===== src/rtl/ddr_pkt_streamer.sv =====
// Reads a length header plus payload words from a word-addressed memory port and
// streams them byte by byte into the TSE TX FIFO, with backpressure and status pulses.
module ddr_pkt_streamer #(
   parameter int DATA_W        = 256,
   parameter int ADDR_W        = 25,
   parameter int LEN_W         = 11,
   parameter int MAX_PKT_BYTES = 1518,
   parameter int LANE_SWAP     = 1
) (
   input  logic              clk_original,
   input  logic              rst,
   input  logic              cmd_send,
   input  logic [ADDR_W-1:0] cmd_addr,
   output logic              busy,
   output logic              done,
   output logic              err_len,
   output logic              mem_rd_req,
   output logic [ADDR_W-1:0] mem_rd_addr,
   input  logic              mem_rd_ack,
   input  logic              mem_rd_valid,
   input  logic [DATA_W-1:0] mem_rd_data,
   output logic [7:0]        ff_tx_data,
   output logic              ff_tx_sop,
   output logic              ff_tx_eop,
   output logic              ff_tx_wren,
   output logic              ff_tx_err,
   input  logic              ff_tx_rdy,
   output logic [2:0]        state_dbg
);

   localparam int BPW   = DATA_W / 8;
   localparam int IDX_W = $clog2(BPW);
   localparam logic [LEN_W:0]   MAX_LEN  = (LEN_W+1)'(MAX_PKT_BYTES);
   localparam logic [IDX_W-1:0] LAST_IDX = IDX_W'(BPW - 1);

   typedef enum logic [2:0] {
      S_IDLE     = 3'd0,
      S_HDR_REQ  = 3'd1,
      S_HDR_WAIT = 3'd2,
      S_DAT_REQ  = 3'd3,
      S_DAT_WAIT = 3'd4,
      S_STREAM   = 3'd5
   } state_t;

   state_t              state_q, state_d;
   logic [ADDR_W-1:0]   addr_q;
   logic [LEN_W-1:0]    len_q;
   logic [LEN_W-1:0]    sent_q;
   logic [IDX_W-1:0]    idx_q;
   logic [DATA_W-1:0]   word_q;
   logic                done_q;
   logic                err_q;
   logic [7:0]          lane_byte [BPW];

   // Handshakes: a memory request completes on the cycle mem_rd_req & mem_rd_ack, its data
   // arrives later with mem_rd_valid; a TX byte moves on the cycle ff_tx_wren & ff_tx_rdy and
   // everything driven towards the FIFO is held unchanged until then.
   logic [LEN_W-1:0] hdr_len;
   logic             len_bad;
   logic             xfer;
   logic             last_byte;
   logic             last_in_word;

   assign hdr_len      = mem_rd_data[LEN_W-1:0];
   assign len_bad      = (hdr_len == '0) || ({1'b0, hdr_len} > MAX_LEN);
   assign xfer         = (state_q == S_STREAM) && ff_tx_rdy;
   assign last_byte    = (sent_q == len_q - 1'b1);
   assign last_in_word = (idx_q == LAST_IDX);

   for (genvar k = 0; k < BPW; k++) begin : g_lane
      if (LANE_SWAP != 0) begin : g_swap
         assign lane_byte[k] = word_q[32*(k/4) + 31 - 8*(k%4) -: 8];
      end else begin : g_flat
         assign lane_byte[k] = word_q[8*k +: 8];
      end
   end

   always_ff @(posedge clk_original) begin
      if (rst) state_q <= S_IDLE;
      else     state_q <= state_d;
   end

   always_comb begin
      state_d     = state_q;
      busy        = (state_q != S_IDLE);
      mem_rd_req  = 1'b0;
      mem_rd_addr = '0;
      ff_tx_wren  = 1'b0;
      ff_tx_data  = '0;
      ff_tx_sop   = 1'b0;
      ff_tx_eop   = 1'b0;
      ff_tx_err   = 1'b0;
      done        = done_q;
      err_len     = err_q;
      state_dbg   = state_q;
      case (state_q)
         S_IDLE: begin
            if (cmd_send) state_d = S_HDR_REQ;
         end
         S_HDR_REQ: begin
            mem_rd_req  = 1'b1;
            mem_rd_addr = addr_q;
            if (mem_rd_ack) state_d = S_HDR_WAIT;
         end
         S_HDR_WAIT: begin
            if (mem_rd_valid) state_d = len_bad ? S_IDLE : S_DAT_REQ;
         end
         S_DAT_REQ: begin
            mem_rd_req  = 1'b1;
            mem_rd_addr = addr_q;
            if (mem_rd_ack) state_d = S_DAT_WAIT;
         end
         S_DAT_WAIT: begin
            if (mem_rd_valid) state_d = S_STREAM;
         end
         S_STREAM: begin
            ff_tx_wren = 1'b1;
            ff_tx_data = lane_byte[idx_q];
            ff_tx_sop  = (sent_q == '0);
            ff_tx_eop  = last_byte;
            if (xfer) begin
               if (last_byte)         state_d = S_IDLE;
               else if (last_in_word) state_d = S_DAT_REQ;
            end
         end
         default: state_d = S_IDLE;
      endcase
   end

   always_ff @(posedge clk_original) begin
      if (rst) begin
         addr_q <= '0;
         len_q  <= '0;
         sent_q <= '0;
         idx_q  <= '0;
         word_q <= '0;
         done_q <= 1'b0;
         err_q  <= 1'b0;
      end else begin
         done_q <= xfer && last_byte;
         err_q  <= (state_q == S_HDR_WAIT) && mem_rd_valid && len_bad;
         case (state_q)
            S_IDLE: begin
               if (cmd_send) addr_q <= cmd_addr;
            end
            S_HDR_WAIT: begin
               if (mem_rd_valid) begin
                  len_q  <= hdr_len;
                  sent_q <= '0;
                  if (!len_bad) addr_q <= addr_q + 1'b1;
               end
            end
            S_DAT_WAIT: begin
               if (mem_rd_valid) begin
                  word_q <= mem_rd_data;
                  idx_q  <= '0;
               end
            end
            S_STREAM: begin
               if (xfer) begin
                  sent_q <= sent_q + 1'b1;
                  idx_q  <= idx_q + 1'b1;
                  // Refill address advances only when more payload is still needed.
                  if (last_in_word && !last_byte) addr_q <= addr_q + 1'b1;
               end
            end
            default: ;
         endcase
      end
   end

endmodule


===== config.mk =====
export PLATFORM = sky130hd
export DESIGN_NAME = ddr_pkt_streamer
export DESIGN_NICKNAME = d
export VERILOG_FILES = /design/src/rtl/ddr_pkt_streamer.sv
export SDC_FILE = /design/constraint.sdc
export NUM_CORES = 1
export LEC_CHECK = 0
export ABC_AREA = 0
export CORE_ASPECT_RATIO = 2
export CORE_UTILIZATION = 55
export CTS_CLUSTER_DIAMETER = 30
export DETAILED_ROUTE_END_ITERATION = 12
export PLACE_DENSITY = 0.94
export SLEW_MARGIN = 40
export SYNTH_ARGS = -nofsm -noshare
export SYNTH_HDL_FRONTEND = slang
export SYNTH_SLANG_ARGS = --single-unit

===== constraint.sdc =====
create_clock -name clk_original -period 9.2 [get_ports clk_original]
set_input_delay 1.38 -clock clk_original [delete_from_list [all_inputs] [get_ports clk_original]]
set_output_delay 1.38 -clock clk_original [all_outputs]
set_load 0.03 [all_outputs]

# Word level (Yosys, flattened, before mapping)
# Cells that the tools add are included.
# Widths: inputs -> output; s select.
dict set report totals {
  reg_bits 313
  out_inout_bits 44
  word_cells 83
}
dict set report classes {
  add_sub_neg 4
  magnitude_cmp 2
  eq_ne 16
  n_mux 31
  bitwise_logic 1
  n_reduce_logical 21
}
# op n
set op_table {}
lappend op_table {{$mux 25} 6}
lappend op_table {{$pmux 25 s3} 1}
lappend op_table {{$bmux 8 s5} 1}
lappend op_table {{$add 25x1->25 const B} 1}
lappend op_table {{$mux 3} 8}
lappend op_table {{$mux 8} 3}
lappend op_table {{$logic_not 11->1} 2}
lappend op_table {{$mux 11} 2}
lappend op_table {{$pmux 11 s2} 1}
lappend op_table {{$pmux 3 s6} 1}
lappend op_table {{$ne 2x2->1 const B} 7}
lappend op_table {{$add 11x1->11 const B} 1}
lappend op_table {{$eq 11x11->1} 1}
lappend op_table {{$gt 11x11->1 const B} 1}
lappend op_table {{$sub 11x1->11 const B} 1}
lappend op_table {{$mux 5} 2}
lappend op_table {{$pmux 5 s2} 1}
lappend op_table {{$reduce_and 7->1} 1}
lappend op_table {{$eq 3x2->1 const B} 2}
lappend op_table {{$eq 3x3->1 const B} 2}
lappend op_table {{$ge 6x6->1 const B} 1}
lappend op_table {{$not 5->6} 1}
lappend op_table {{$reduce_and 3->1} 2}
lappend op_table {{$reduce_and 6->1} 1}
lappend op_table {{other kinds (15)} 25}

# Longest topological paths before layout
# Gate-level depths: netlist (run 1).
dict set report depth {
  ltp_word 7
  mapped_depth 11
}

# Least setup slack after synthesis (run 1)
# OpenSTA, ideal clock, no wires.
dict set report synth_path {
  path_kind {flip-flop to output port}
  startpoint {reg idx_q[0]}
  endpoint {out ff_tx_data[0]}
  arrival_ns 2.773
  t_required_ns 7.820
  slack_ns 5.047
  stages_incl_launch_ff 8
  n_path_buf 3
  cell_sequence {dfxtp_1 > clkbuf_1 > buf_1 > buf_1 > mux4_2 > mux4_2 > mux2i_1 > nor2_1}
}
dict set report synth_via {
  elab_chain_len 5
}
# element line
set synth_rtl {}
lappend synth_rtl {{start: declaration} 49} ;# logic [IDX_W-1:0] idx_q;
lappend synth_rtl {{start signal: assignment} 162} ;# idx_q <= idx_q + 1'b1;
lappend synth_rtl {{$not 5->6 (not written as such)} 118} ;# ff_tx_data = lane_byte[idx_q];
lappend synth_rtl {{$bmux 8 s5} 118}
lappend synth_rtl {{$mux 8 (not written as such) (2 in a row)} 118}
lappend synth_rtl {{$mux 8} 96} ;# case (state_q)
lappend synth_rtl {{end: declaration} 22} ;# output logic [7:0] ff_tx_data,
# No other way between the ends. The select of a mux whose other input is x is not followed.

# Worst setup path in the final report (run 1)
dict set report layout_path {
  startpoint {reg len_q[0]}
  endpoint {out ff_tx_eop}
}
dict set report layout_via {
  elab_chain_len 3
}
# element line
set layout_rtl {}
lappend layout_rtl {{start: declaration} 47} ;# logic [LEN_W-1:0] len_q;
lappend layout_rtl {{start signal: assignment} 148} ;# len_q <= hdr_len;
lappend layout_rtl {{$sub 11x1->11} 67} ;# assign last_byte = (sent_q == len_q - 1'b1);
lappend layout_rtl {{$eq 11x11->1} 67}
lappend layout_rtl {{$mux 1} 96}
lappend layout_rtl {{end: declaration} 24} ;# output logic ff_tx_eop,
# No other way between the ends.

==> flow_results.xml, run 1 <==
<?xml version="1.0" encoding="UTF-8"?>
<metrics>
  <group name="clock_tree">
    <metric name="postCtsResizedCells" unit="">0</metric>
    <metric name="clock_latency" unit="ns">0.51</metric>
    <metric name="path_clk_slew" unit="ns">0.06</metric>
    <metric name="cts_hold_buffers" unit="">0</metric>
    <metric name="cts-root-to-sink-buffers" unit="">3</metric>
    <metric name="cts_tree" unit="">done</metric>
    <metric name="clock_sinks" unit="">313</metric>
    <metric name="cts.repair_timing.setup_buffer_count" unit="">0</metric>
    <metric name="cts_root_buf" unit="">clkbuf_16</metric>
    <metric name="cts_buffers" unit="">35</metric>
    <metric name="cts_max_level" unit="">2</metric>
  </group>
  <group name="timing">
    <metric name="setup_repair_after_global_routing_missed_its_margin" unit="">no</metric>
    <metric name="max_slew.worst_pin.slew" unit="ns">0.848</metric>
    <metric name="min_period" unit="ns">5.27</metric>
    <metric name="worst_clock_skew" unit="ns">0.0159</metric>
    <metric name="achievable-frequency" unit="MHz">190</metric>
    <metric name="max_slew_margin" unit="">0.434</metric>
    <metric name="hold_fails_final_rpt" unit="">0</metric>
    <metric name="setup-tns-final" unit="ns">0</metric>
    <metric name="timing.final.max_slew_violations" unit="">0</metric>
    <metric name="final.period_utilization" unit="">0.573</metric>
    <metric name="setup-violations-final" unit="">0</metric>
  </group>
  <group name="finish">
    <metric name="count_of_nets_after_finishing" unit="">2261</metric>
    <metric name="final-seq-area" unit="mm2">0.00627</metric>
    <metric name="layout-drive-gt1-share" unit="">0.0868</metric>
    <metric name="multi_input_area" unit="mm2">0.00753</metric>
    <metric name="layout.cell_area.non_filler" unit="mm2">0.0190</metric>
    <metric name="postLayoutCoreUtil" unit="">0.743</metric>
    <metric name="fin_cells" unit="">2335</metric>
    <metric name="syn_to_final_growth" unit="%">32.7</metric>
    <metric name="layout.filler_cells" unit="">1638</metric>
  </group>
  <group name="pwr">
    <metric name="power.static_leakage" unit="nW">6.24</metric>
    <metric name="finalPower" unit="W">0.00351</metric>
    <metric name="maximum_vdd_ir_drop" unit="uV">116</metric>
    <metric name="power.density" unit="mW/mm2">184</metric>
  </group>
  <group name="die">
    <metric name="design.core.area" unit="mm2">0.0257</metric>
    <metric name="initial_core_utilization" unit="">0.559</metric>
    <metric name="rows" unit="">83</metric>
    <metric name="floorplan.die.width" unit="um">116</metric>
    <metric name="design.portCount" unit="">331</metric>
    <metric name="dieArea" unit="mm2">0.0268</metric>
    <metric name="die_height" unit="um">230</metric>
  </group>
  <group name="detailed_routing">
    <metric name="routed_wire_length_per_instance" unit="um">23.3</metric>
    <metric name="drtAntennaViolNets" unit="">0</metric>
    <metric name="dr.pass1.iters" unit="">7</metric>
    <metric name="vias" unit="">14800</metric>
    <metric name="remaining_drcs" unit="">0</metric>
    <metric name="drt_first_iter_violations" unit="">2310</metric>
    <metric name="routed_wl" unit="um">54400</metric>
    <metric name="routed_via_density" unit="">6.33</metric>
  </group>
  <group name="yosys">
    <metric name="ys_types" unit="">63</metric>
    <metric name="ys_ff_latch" unit="">313</metric>
    <metric name="post_synth.cell_area_avg" unit="um2">8.32</metric>
    <metric name="synth_area_leaders" unit="">dfxtp_1 (44%), nand2_1 (15%), mux4_2 (13%)</metric>
    <metric name="netlist_instances" unit="">1725</metric>
    <metric name="postSynth.asyncResetShare" unit="">0</metric>
    <metric name="synthesis.area" unit="mm2">0.0144</metric>
    <metric name="synth_top_cell_area_share" unit="">0.437</metric>
    <metric name="synthesis.nets" unit="">2018</metric>
    <metric name="yosys.cell_count.top_type" unit="">nand2_1</metric>
    <metric name="yosysSeqAreaShare" unit="">0.437</metric>
    <metric name="synthesis.yosys.warnings" unit="">0</metric>
    <metric name="synth.cells.most_frequent" unit="">nand2_1 (579), dfxtp_1 (313), a21oi_1 (305), clkbuf_1 (124), mux4_2 (80)</metric>
    <metric name="top_ff_cell_synth" unit="">dfxtp_1</metric>
    <metric name="post-synth-top-area-cell" unit="">dfxtp_1</metric>
    <metric name="number_of_enable_type_register_cells_in_the_synthesized_netlist" unit="">0</metric>
  </group>
  <group name="run_status">
    <metric name="status" unit="">finished clean</metric>
  </group>
  <group name="critical_path">
    <metric name="regToRegStartpoint" unit="">len_q[0]</metric>
    <metric name="worstPathMaxFanout" unit="">5</metric>
    <metric name="crit_path_end_kind" unit="">output port</metric>
    <metric name="worstPathRequired" unit="ns">7.82</metric>
    <metric name="startpoint" unit="">len_q[0]</metric>
    <metric name="start_kind" unit="">register</metric>
    <metric name="worstPathArrival" unit="ns">3.89</metric>
    <metric name="path_class" unit="">register to output port</metric>
    <metric name="ff2ff_path_depth" unit="">9</metric>
  </group>
  <group name="hold_path">
    <metric name="min_from" unit="">word_q[250]</metric>
    <metric name="hold_path_depth" unit="">2</metric>
    <metric name="holdCritPathClass" unit="">register to register</metric>
  </group>
  <group name="grt">
    <metric name="number_of_antenna_violations_at_the_first_check_in_global_routing" unit="">1</metric>
    <metric name="globalRoute.totalOverflow" unit="">0</metric>
    <metric name="wire_length_of_the_first_global_routing_pass" unit="um">80500</metric>
    <metric name="first_global_vias" unit="">14400</metric>
    <metric name="largest_net_degree_at_the_start_of_global_routing" unit="">131</metric>
    <metric name="global_route.usage.total" unit="">0.405</metric>
  </group>
  <group name="place">
    <metric name="finalWeightedCongestion" unit="">1.02</metric>
    <metric name="placedInstanceArea" unit="mm2">0.0178</metric>
    <metric name="place_inst" unit="">2269</metric>
    <metric name="portBuffers" unit="">329</metric>
    <metric name="dpl.hpwl" unit="um">35900</metric>
  </group>
  <group name="job">
    <metric name="cap_violations" unit="">0</metric>
  </group>
</metrics>
==> path summary, 6_finish.rpt <==
| kind | endpoint | slack [ns] |
|---|---|---|
| worst min-delay path | word_q[250] | 0.46 |
| worst max register to register | addr_q[12] | 5.63 |
| worst max-delay path | ff_tx_eop | 3.93 |
| worst min register to register | word_q[250] | 0.46 |
==> worst max-delay path, cell delays in order, from the launching register on <==
cell and delay, ns:
dfxtp_1 0.35, inv_1 0.07, ha_1 0.20, or3b_1 0.45, or4_1 0.54, o311ai_1 0.09
a31oi_1 0.15, nor4_1 0.72, clkdlybuf4s50_1 0.81
==> power breakdown <==
group          internal, W  switching (W)  leakage (nW)  total, W
registers          0.00140      0.0000683          2.53   0.00147
clock network     0.000878       0.000620         0.601   0.00150
logic             0.000248       0.000290          3.11  0.000538
==> per-stage QoR <==
stage | hold slack (ns) | worst slack, ns
6_report | 0.456 | 3.93
5_1_grt | 0.468 | 3.73
4_1_cts | 0.454 | 3.72
3_5_place_dp | 0.447 | 4.29
3_3_place_gp | 0.439 | 4.40
2_1_floorplan | 0.433 | 5.05
==> registers in the layout, indices dropped and copies added (netlist names) <==
name and count:
sent_q 11, addr_q 25, word_q 256, done 1, state_dbg 3, err_len 1, len_q 11, idx_q 5
==> layer usage <==
| layer | global-route usage | vias to the layer above | wire, um |
|---|---|---|---|
| li1 | - | 6440 | - |
| met1 | 0.425 | 6849 | 17100 |
| met2 | 0.662 | 1167 | 26100 |
| met3 | 0.101 | 335 | 5700 |
| met4 | 0.348 | 0 | 5480 |
| met5 | 0 | - | 0 |
==> cells by family (layout without fill, tap and decap cells) <==
group | count (synthesis) | after routing | share of synthesized area
buffers and inverters | 153 | 422 | 0.0416
muxes | 90 | 90 | 0.133
DFF | 313 | 313 | 0.437
AOI/OAI and AO/OA | 387 | 387 | 0.149
and+or+nand+nor | 753 | 753 | 0.222
adders and majority gates | 6 | 6 | 0.00523
other | 1 | 2 | 0.000261
xor gates and xnor gates | 22 | 22 | 0.0134
==> cell usage in the layout (no fill, tap or decap), types with 9 or more instances in the layout <==
cell               n
buf_4              9
o211ai_1          10
mux2i_1           10
and2_1            27
mux4_2            80
and3_1            12
a21oi_1          305
clkbuf_16         37
inv_1             11
xnor2_1           11
xor2_1            11
o21ai_0           14
o31ai_1           21
clkdlybuf4s50_1  328
dfxtp_1          310
nor3_1            21
nand3_1           24
nor4_1            11
nand2_1          578
nor2_1            33
==> final cells by class <==
type,instances,area share
timing repair buffer,347,0.185
antenna,1,0.000131
clock inverter,24,0.0160
multi-input combinational,1259,0.395
inverter,12,0.00236
sequential,313,0.329
tap,340,0.0223
clock buffer,39,0.0495
Power figures use the tool's default switching activity.
==> run 2: changes to the inputs <==
Settings changed: CORE_UTILIZATION 55 to 51, PLACE_DENSITY 0.94 to 0.88.
Clock period 9.2 ns to 5.18 ns, I/O delays scaled along.
==> run 2 against run 1 <==
- flip-flop and latch count stayed put
- critical path depth is 2 lower
- sequential power is 78% higher
- clock power is 79% higher
- non-clock buffer count is 3 lower
- design area is 0.23% higher
- die area is 7.7% higher
- first-iteration DRC count is 28% lower
- largest cell class unchanged
- highest routed layer unchanged
==> flow_results.xml, run 2 (same netlist as run 1, synthesis figures left out) <==
<?xml version="1.0" encoding="UTF-8"?>
<metrics>
  <group name="place">
    <metric name="dpl.hpwl" unit="um">35800</metric>
    <metric name="portBuffers" unit="">329</metric>
    <metric name="finalWeightedCongestion" unit="">0.974</metric>
    <metric name="placedInstanceArea" unit="mm2">0.0178</metric>
    <metric name="place_inst" unit="">2278</metric>
  </group>
  <group name="pwr">
    <metric name="power.density" unit="mW/mm2">327</metric>
    <metric name="p_clk_frac" unit="">0.432</metric>
    <metric name="power.share.sequential" unit="">0.419</metric>
    <metric name="power.switching" unit="W">0.00173</metric>
    <metric name="cellInternalPower" unit="W">0.00450</metric>
    <metric name="maximum_vdd_ir_drop" unit="uV">208</metric>
    <metric name="power.static_leakage" unit="nW">6.25</metric>
    <metric name="finalPower" unit="W">0.00623</metric>
    <metric name="power.combinational.fraction" unit="">0.150</metric>
    <metric name="sw_frac_of_total" unit="">0.278</metric>
  </group>
  <group name="detailed_routing">
    <metric name="routed_wire_length_per_instance" unit="um">21.6</metric>
    <metric name="routed.top_layer" unit="">met4</metric>
    <metric name="drtAntennaViolNets" unit="">0</metric>
    <metric name="routedLengthMet1" unit="um">16400</metric>
    <metric name="dr_wl_met3" unit="um">3960</metric>
    <metric name="routed_via_density" unit="">6.10</metric>
    <metric name="remaining_drcs" unit="">0</metric>
    <metric name="drt_first_iter_violations" unit="">1667</metric>
    <metric name="vias" unit="">14300</metric>
    <metric name="routed-wl-met2" unit="um">25400</metric>
    <metric name="dr.pass1.iters" unit="">9</metric>
    <metric name="routed_wl" unit="um">50700</metric>
  </group>
  <group name="grt">
    <metric name="largest_net_degree_at_the_start_of_global_routing" unit="">157</metric>
    <metric name="number_of_antenna_violations_at_the_first_check_in_global_routing" unit="">0</metric>
    <metric name="globalRoute.totalOverflow" unit="">0</metric>
    <metric name="first_global_vias" unit="">14100</metric>
    <metric name="global_route.usage.total" unit="">0.345</metric>
    <metric name="wire_length_of_the_first_global_routing_pass" unit="um">75500</metric>
  </group>
  <group name="finish">
    <metric name="layout.cells.most_common" unit="">nand2_1</metric>
    <metric name="layout_common_cells" unit="">nand2_1 (578), clkdlybuf4s50_1 (328), dfxtp_1 (309)</metric>
    <metric name="largest-register" unit="">word_q</metric>
    <metric name="layout-drive-gt1-share" unit="">0.0877</metric>
    <metric name="fin_cells" unit="">2348</metric>
    <metric name="multi_input_area" unit="mm2">0.00752</metric>
    <metric name="syn_to_final_growth" unit="%">33.0</metric>
    <metric name="antennaDiodeCount" unit="">0</metric>
    <metric name="reg_top3" unit="">word_q: 256 flops, addr_q: 25 flops</metric>
    <metric name="count_of_nets_after_finishing" unit="">2260</metric>
    <metric name="final-seq-area" unit="mm2">0.00628</metric>
    <metric name="layout.cell_area.non_filler" unit="mm2">0.0191</metric>
    <metric name="largest_register_ffs" unit="">256</metric>
    <metric name="layout.filler_cells" unit="">2023</metric>
  </group>
  <group name="critical_path">
    <metric name="path_class" unit="">register to output port</metric>
    <metric name="start_kind" unit="">register</metric>
    <metric name="ff2ff_path_depth" unit="">8</metric>
    <metric name="worstPathRequired" unit="ns">4.40</metric>
    <metric name="regToRegSetupSlack" unit="ns">1.80</metric>
    <metric name="worstPathArrival" unit="ns">3.75</metric>
    <metric name="worstPathMaxFanout" unit="">37</metric>
    <metric name="crit_path_end_kind" unit="">output port</metric>
  </group>
  <group name="clock_tree">
    <metric name="cts_hold_buffers" unit="">0</metric>
    <metric name="cts_root_buf" unit="">clkbuf_16</metric>
    <metric name="cts.repair_timing.setup_buffer_count" unit="">0</metric>
    <metric name="clock_latency" unit="ns">0.54</metric>
    <metric name="cts_buffers" unit="">37</metric>
    <metric name="path_clk_slew" unit="ns">0.07</metric>
    <metric name="cts-root-to-sink-buffers" unit="">3</metric>
    <metric name="postCtsResizedCells" unit="">0</metric>
    <metric name="clock_sinks" unit="">313</metric>
    <metric name="cts_max_level" unit="">2</metric>
    <metric name="cts_tree" unit="">done</metric>
  </group>
  <group name="die">
    <metric name="die_height" unit="um">239</metric>
    <metric name="rows" unit="">86</metric>
    <metric name="dieArea" unit="mm2">0.0289</metric>
    <metric name="floorplan.die.width" unit="um">121</metric>
    <metric name="design.portCount" unit="">331</metric>
    <metric name="initial_core_utilization" unit="">0.519</metric>
    <metric name="design.core.area" unit="mm2">0.0277</metric>
  </group>
  <group name="timing">
    <metric name="max_slew.worst_pin.slew" unit="ns">0.789</metric>
    <metric name="timing.hold.ws" unit="ns">0.457</metric>
    <metric name="worst_clock_skew" unit="ns">0.0230</metric>
    <metric name="setup-tns-final" unit="ns">0</metric>
    <metric name="max_slew_margin" unit="">0.469</metric>
    <metric name="hold_fails_final_rpt" unit="">0</metric>
    <metric name="timing.final.max_slew_violations" unit="">0</metric>
    <metric name="setup-violations-final" unit="">0</metric>
    <metric name="min_period" unit="ns">4.52</metric>
    <metric name="setup_repair_after_global_routing_missed_its_margin" unit="">no</metric>
    <metric name="final.period_utilization" unit="">0.873</metric>
    <metric name="achievable-frequency" unit="MHz">221</metric>
  </group>
  <group name="run_status">
    <metric name="status" unit="">finished clean</metric>
  </group>
  <group name="hold_path">
    <metric name="holdCritPathClass" unit="">register to register</metric>
    <metric name="hold_path_depth" unit="">2</metric>
  </group>
  <group name="job">
    <metric name="cap_violations" unit="">0</metric>
  </group>
</metrics>
-- run 2: cell count changes in the layout (fill, tap and decap cells not counted), moves of 2 or more --
cell,previous run,this run
buf_6,4,2
clkinv_2,2,5
buf_12,4,7
clkbuf_16,37,39
buf_4,9,5
clkbuf_1,1,3
-- run 2: worst max-delay path, cell delays in order, from the launching register on --
cell,delay (ns)
dfxtp_4,0.76
buf_12,0.35
mux4_2,0.55
mux4_2,0.48
mux2i_1,0.37
nor2_1,0.08
clkdlybuf4s50_1,0.62
-- run 2: path summary, 6_finish.rpt --
check	start	to
max	idx_q[0]	ff_tx_data[7]
min	word_q[119]	word_q[119]
max reg2reg	idx_q[0]	addr_q[0]
min reg2reg	word_q[119]	word_q[119]
-- run 2: per-stage QoR --
step / utilization / setup slack (ns)
floorplan: - / 1.63
CTS: 0.688 / 0.646
detailed placement: 0.642 / 1.20
global placement: 0.641 / 1.28
finish: 0.690 / 0.657
global route: 0.690 / 0.499
-- run 2: metal layers --
layer	vias to the layer above	track usage
met5	-	0
met1	6697	0.349
met3	259	0.0600
li1	6460	-
met4	0	0.319
met2	897	0.596
-- run 2: layout make-up --
cell class                 instances  area share
timing repair buffer             344       0.185
inverter                          12     0.00236
multi-input combinational       1259       0.394
clock buffer                      42      0.0517
tap                              352      0.0231
sequential                       313       0.329
clock inverter                    26      0.0152
-- run 2: power by group through the flow --
stage,logic [W],registers (W),clock network [W]
detailed placement,0.000912,0.00266,0
global route,0.00100,0.00262,0.00279
CTS,0.000918,0.00260,0.00270
global placement,0.000894,0.00265,0
floorplan,0.000514,0.00261,0
finish,0.000933,0.00261,0.00269
==> run 3: changes to the inputs <==
Settings changed: CTS_CLUSTER_SIZE from default to 24.
==> run 3 against run 2 <==
- cell count is 0.21% lower
- die area stayed put
- non-clock buffer count is 1 lower
- clock-buffer cell count is 4 lower
- setup slack worse by 0.0031 ns
- combinational power is 0.5% lower
- sequential power hardly changed
- via count is 0.12% lower
- register-to-register slack hardly changed
- fmax hardly changed
- first-iteration DRC count is 2.0% lower
- critical path type unchanged
- critical endpoint is now ff_tx_eop
- largest cell class unchanged
==> flow_results.xml, run 3 (same netlist as run 1, synthesis figures left out) <==
<?xml version="1.0" encoding="UTF-8"?>
<metrics>
  <group name="die">
    <metric name="dieArea" unit="mm2">0.0289</metric>
    <metric name="design.portCount" unit="">331</metric>
    <metric name="rows" unit="">86</metric>
    <metric name="initial_core_utilization" unit="">0.519</metric>
    <metric name="floorplan.die.width" unit="um">121</metric>
    <metric name="die_height" unit="um">239</metric>
    <metric name="design.core.area" unit="mm2">0.0277</metric>
  </group>
  <group name="finish">
    <metric name="fin_cells" unit="">2343</metric>
    <metric name="largest_register_ffs" unit="">256</metric>
    <metric name="syn_to_final_growth" unit="%">32.5</metric>
    <metric name="layout.cell_area.non_filler" unit="mm2">0.0190</metric>
    <metric name="layout-drive-gt1-share" unit="">0.0869</metric>
    <metric name="layout_common_cells" unit="">nand2_1 (578), clkdlybuf4s50_1 (328), dfxtp_1 (309)</metric>
    <metric name="reg_top3" unit="">word_q: 256 flops, addr_q: 25 flops</metric>
    <metric name="largest-register" unit="">word_q</metric>
    <metric name="layout.cells.most_common" unit="">nand2_1</metric>
    <metric name="antennaDiodeCount" unit="">0</metric>
    <metric name="count_of_nets_after_finishing" unit="">2257</metric>
  </group>
  <group name="critical_path">
    <metric name="crit_path_end_kind" unit="">output port</metric>
    <metric name="worstPathMaxFanout" unit="">5</metric>
    <metric name="path_class" unit="">register to output port</metric>
    <metric name="cpPeakStageDelay" unit="ns">0.80</metric>
    <metric name="crit_path_top_delay_cell" unit="">clkdlybuf4s50_1</metric>
    <metric name="worstPathRequired" unit="ns">4.40</metric>
    <metric name="worstPathArrival" unit="ns">3.75</metric>
    <metric name="start_kind" unit="">register</metric>
    <metric name="cp_cell_sequence" unit="">inv_1 &gt; ha_1 &gt; or3b_1 &gt; or4_1 &gt; o311ai_1 &gt; a31oi_1 &gt; nor4_1 &gt; clkdlybuf4s50_1</metric>
  </group>
  <group name="timing">
    <metric name="setup_repair_after_global_routing_missed_its_margin" unit="">no</metric>
    <metric name="timing.final.max_slew_violations" unit="">0</metric>
    <metric name="max_slew_margin" unit="">0.460</metric>
    <metric name="final.period_utilization" unit="">0.874</metric>
    <metric name="min_period" unit="ns">4.53</metric>
    <metric name="hold_fails_final_rpt" unit="">0</metric>
    <metric name="worst_clock_skew" unit="ns">0.0382</metric>
    <metric name="achievable-frequency" unit="MHz">221</metric>
    <metric name="max_slew.worst_pin.slew" unit="ns">0.810</metric>
    <metric name="setup-violations-final" unit="">0</metric>
    <metric name="setup-tns-final" unit="ns">0</metric>
  </group>
  <group name="grt">
    <metric name="global_route.usage.total" unit="">0.352</metric>
    <metric name="globalRoute.totalOverflow" unit="">0</metric>
    <metric name="wire_length_of_the_first_global_routing_pass" unit="um">76500</metric>
    <metric name="number_of_antenna_violations_at_the_first_check_in_global_routing" unit="">0</metric>
    <metric name="first_global_vias" unit="">14100</metric>
    <metric name="largest_net_degree_at_the_start_of_global_routing" unit="">157</metric>
  </group>
  <group name="detailed_routing">
    <metric name="remaining_drcs" unit="">0</metric>
    <metric name="routedLengthMet1" unit="um">16300</metric>
    <metric name="dr_wl_met3" unit="um">4220</metric>
    <metric name="routed.top_layer" unit="">met4</metric>
    <metric name="drt_first_iter_violations" unit="">1634</metric>
    <metric name="drtAntennaViolNets" unit="">0</metric>
    <metric name="routed_via_density" unit="">6.10</metric>
    <metric name="dr.pass1.iters" unit="">6</metric>
    <metric name="vias" unit="">14300</metric>
    <metric name="routed_wire_length_per_instance" unit="um">21.7</metric>
    <metric name="routed_wl" unit="um">50800</metric>
    <metric name="routed-wl-met2" unit="um">24900</metric>
  </group>
  <group name="pwr">
    <metric name="maximum_vdd_ir_drop" unit="uV">201</metric>
    <metric name="power.static_leakage" unit="nW">6.21</metric>
    <metric name="power.density" unit="mW/mm2">323</metric>
  </group>
  <group name="clock_tree">
    <metric name="clock_latency" unit="ns">0.54</metric>
    <metric name="cts_hold_buffers" unit="">0</metric>
    <metric name="cts_max_level" unit="">2</metric>
    <metric name="cts_tree" unit="">done</metric>
    <metric name="cts_root_buf" unit="">clkbuf_16</metric>
    <metric name="cts_buffers" unit="">35</metric>
    <metric name="clock_sinks" unit="">313</metric>
    <metric name="cts-root-to-sink-buffers" unit="">3</metric>
    <metric name="postCtsResizedCells" unit="">0</metric>
    <metric name="path_clk_slew" unit="ns">0.07</metric>
    <metric name="cts.repair_timing.setup_buffer_count" unit="">0</metric>
  </group>
  <group name="place">
    <metric name="portBuffers" unit="">329</metric>
    <metric name="placedInstanceArea" unit="mm2">0.0178</metric>
    <metric name="finalWeightedCongestion" unit="">0.974</metric>
    <metric name="dpl.hpwl" unit="um">35800</metric>
    <metric name="place_inst" unit="">2278</metric>
  </group>
  <group name="hold_path">
    <metric name="holdCritPathClass" unit="">register to register</metric>
  </group>
  <group name="run_status">
    <metric name="status" unit="">finished clean</metric>
  </group>
  <group name="job">
    <metric name="cap_violations" unit="">0</metric>
  </group>
</metrics>
-- run 3: area by class of cell --
type	count	area, um2
fill	2031	8640
multi-input combinational	1259	7520
sequential	313	6280
timing repair buffer	343	3500
clock buffer	38	928
tap	352	440
clock inverter	26	294
inverter	12	45.0
-- run 3: per-stage QoR --
step                total power (W)  utilization  hold WS [ns]  worst slack (ns)
floorplan                   0.00313            -         0.433              1.63
global placement            0.00354        0.641         0.439              1.28
detailed placement          0.00357        0.642         0.446              1.20
CTS                         0.00613        0.686         0.456             0.650
global route                0.00632        0.687         0.474             0.507
finish                      0.00614        0.687         0.457             0.654
-- run 3: path summary, 6_finish.rpt --
kind	cells after the start	slack [ns]	startpoint	endpoint
worst max-delay path	8	0.65	len_q[0]	ff_tx_eop
worst min-delay path	2	0.46	word_q[119]	word_q[119]
worst max register to register	8	1.81	idx_q[0]	addr_q[0]
worst min register to register	2	0.46	word_q[119]	word_q[119]
-- run 3: power breakdown --
part           total (W)  switching [W]  internal (W)
combinational   0.000928       0.000490      0.000439
clock            0.00260        0.00113       0.00146
sequential       0.00261       0.000117       0.00249
total            0.00614        0.00174       0.00439
-- run 3: critical path: cells and delay by family, from the launching register on --
family / cells / cell delay, ns
adder cells (fa/ha/maj): 1 / 0.20
buffers and inverters: 2 / 0.87
flip-flops: 1 / 0.34
AND/OR/NAND/NOR: 3 / 1.62
AO/OA/AOI/OAI: 2 / 0.20
-- run 3: per-layer routing --
metal  track usage  vias up
met5             0        -
li1              -     6451
met1         0.357     6696
met4         0.331        0
met3        0.0710      269
met2         0.595      880
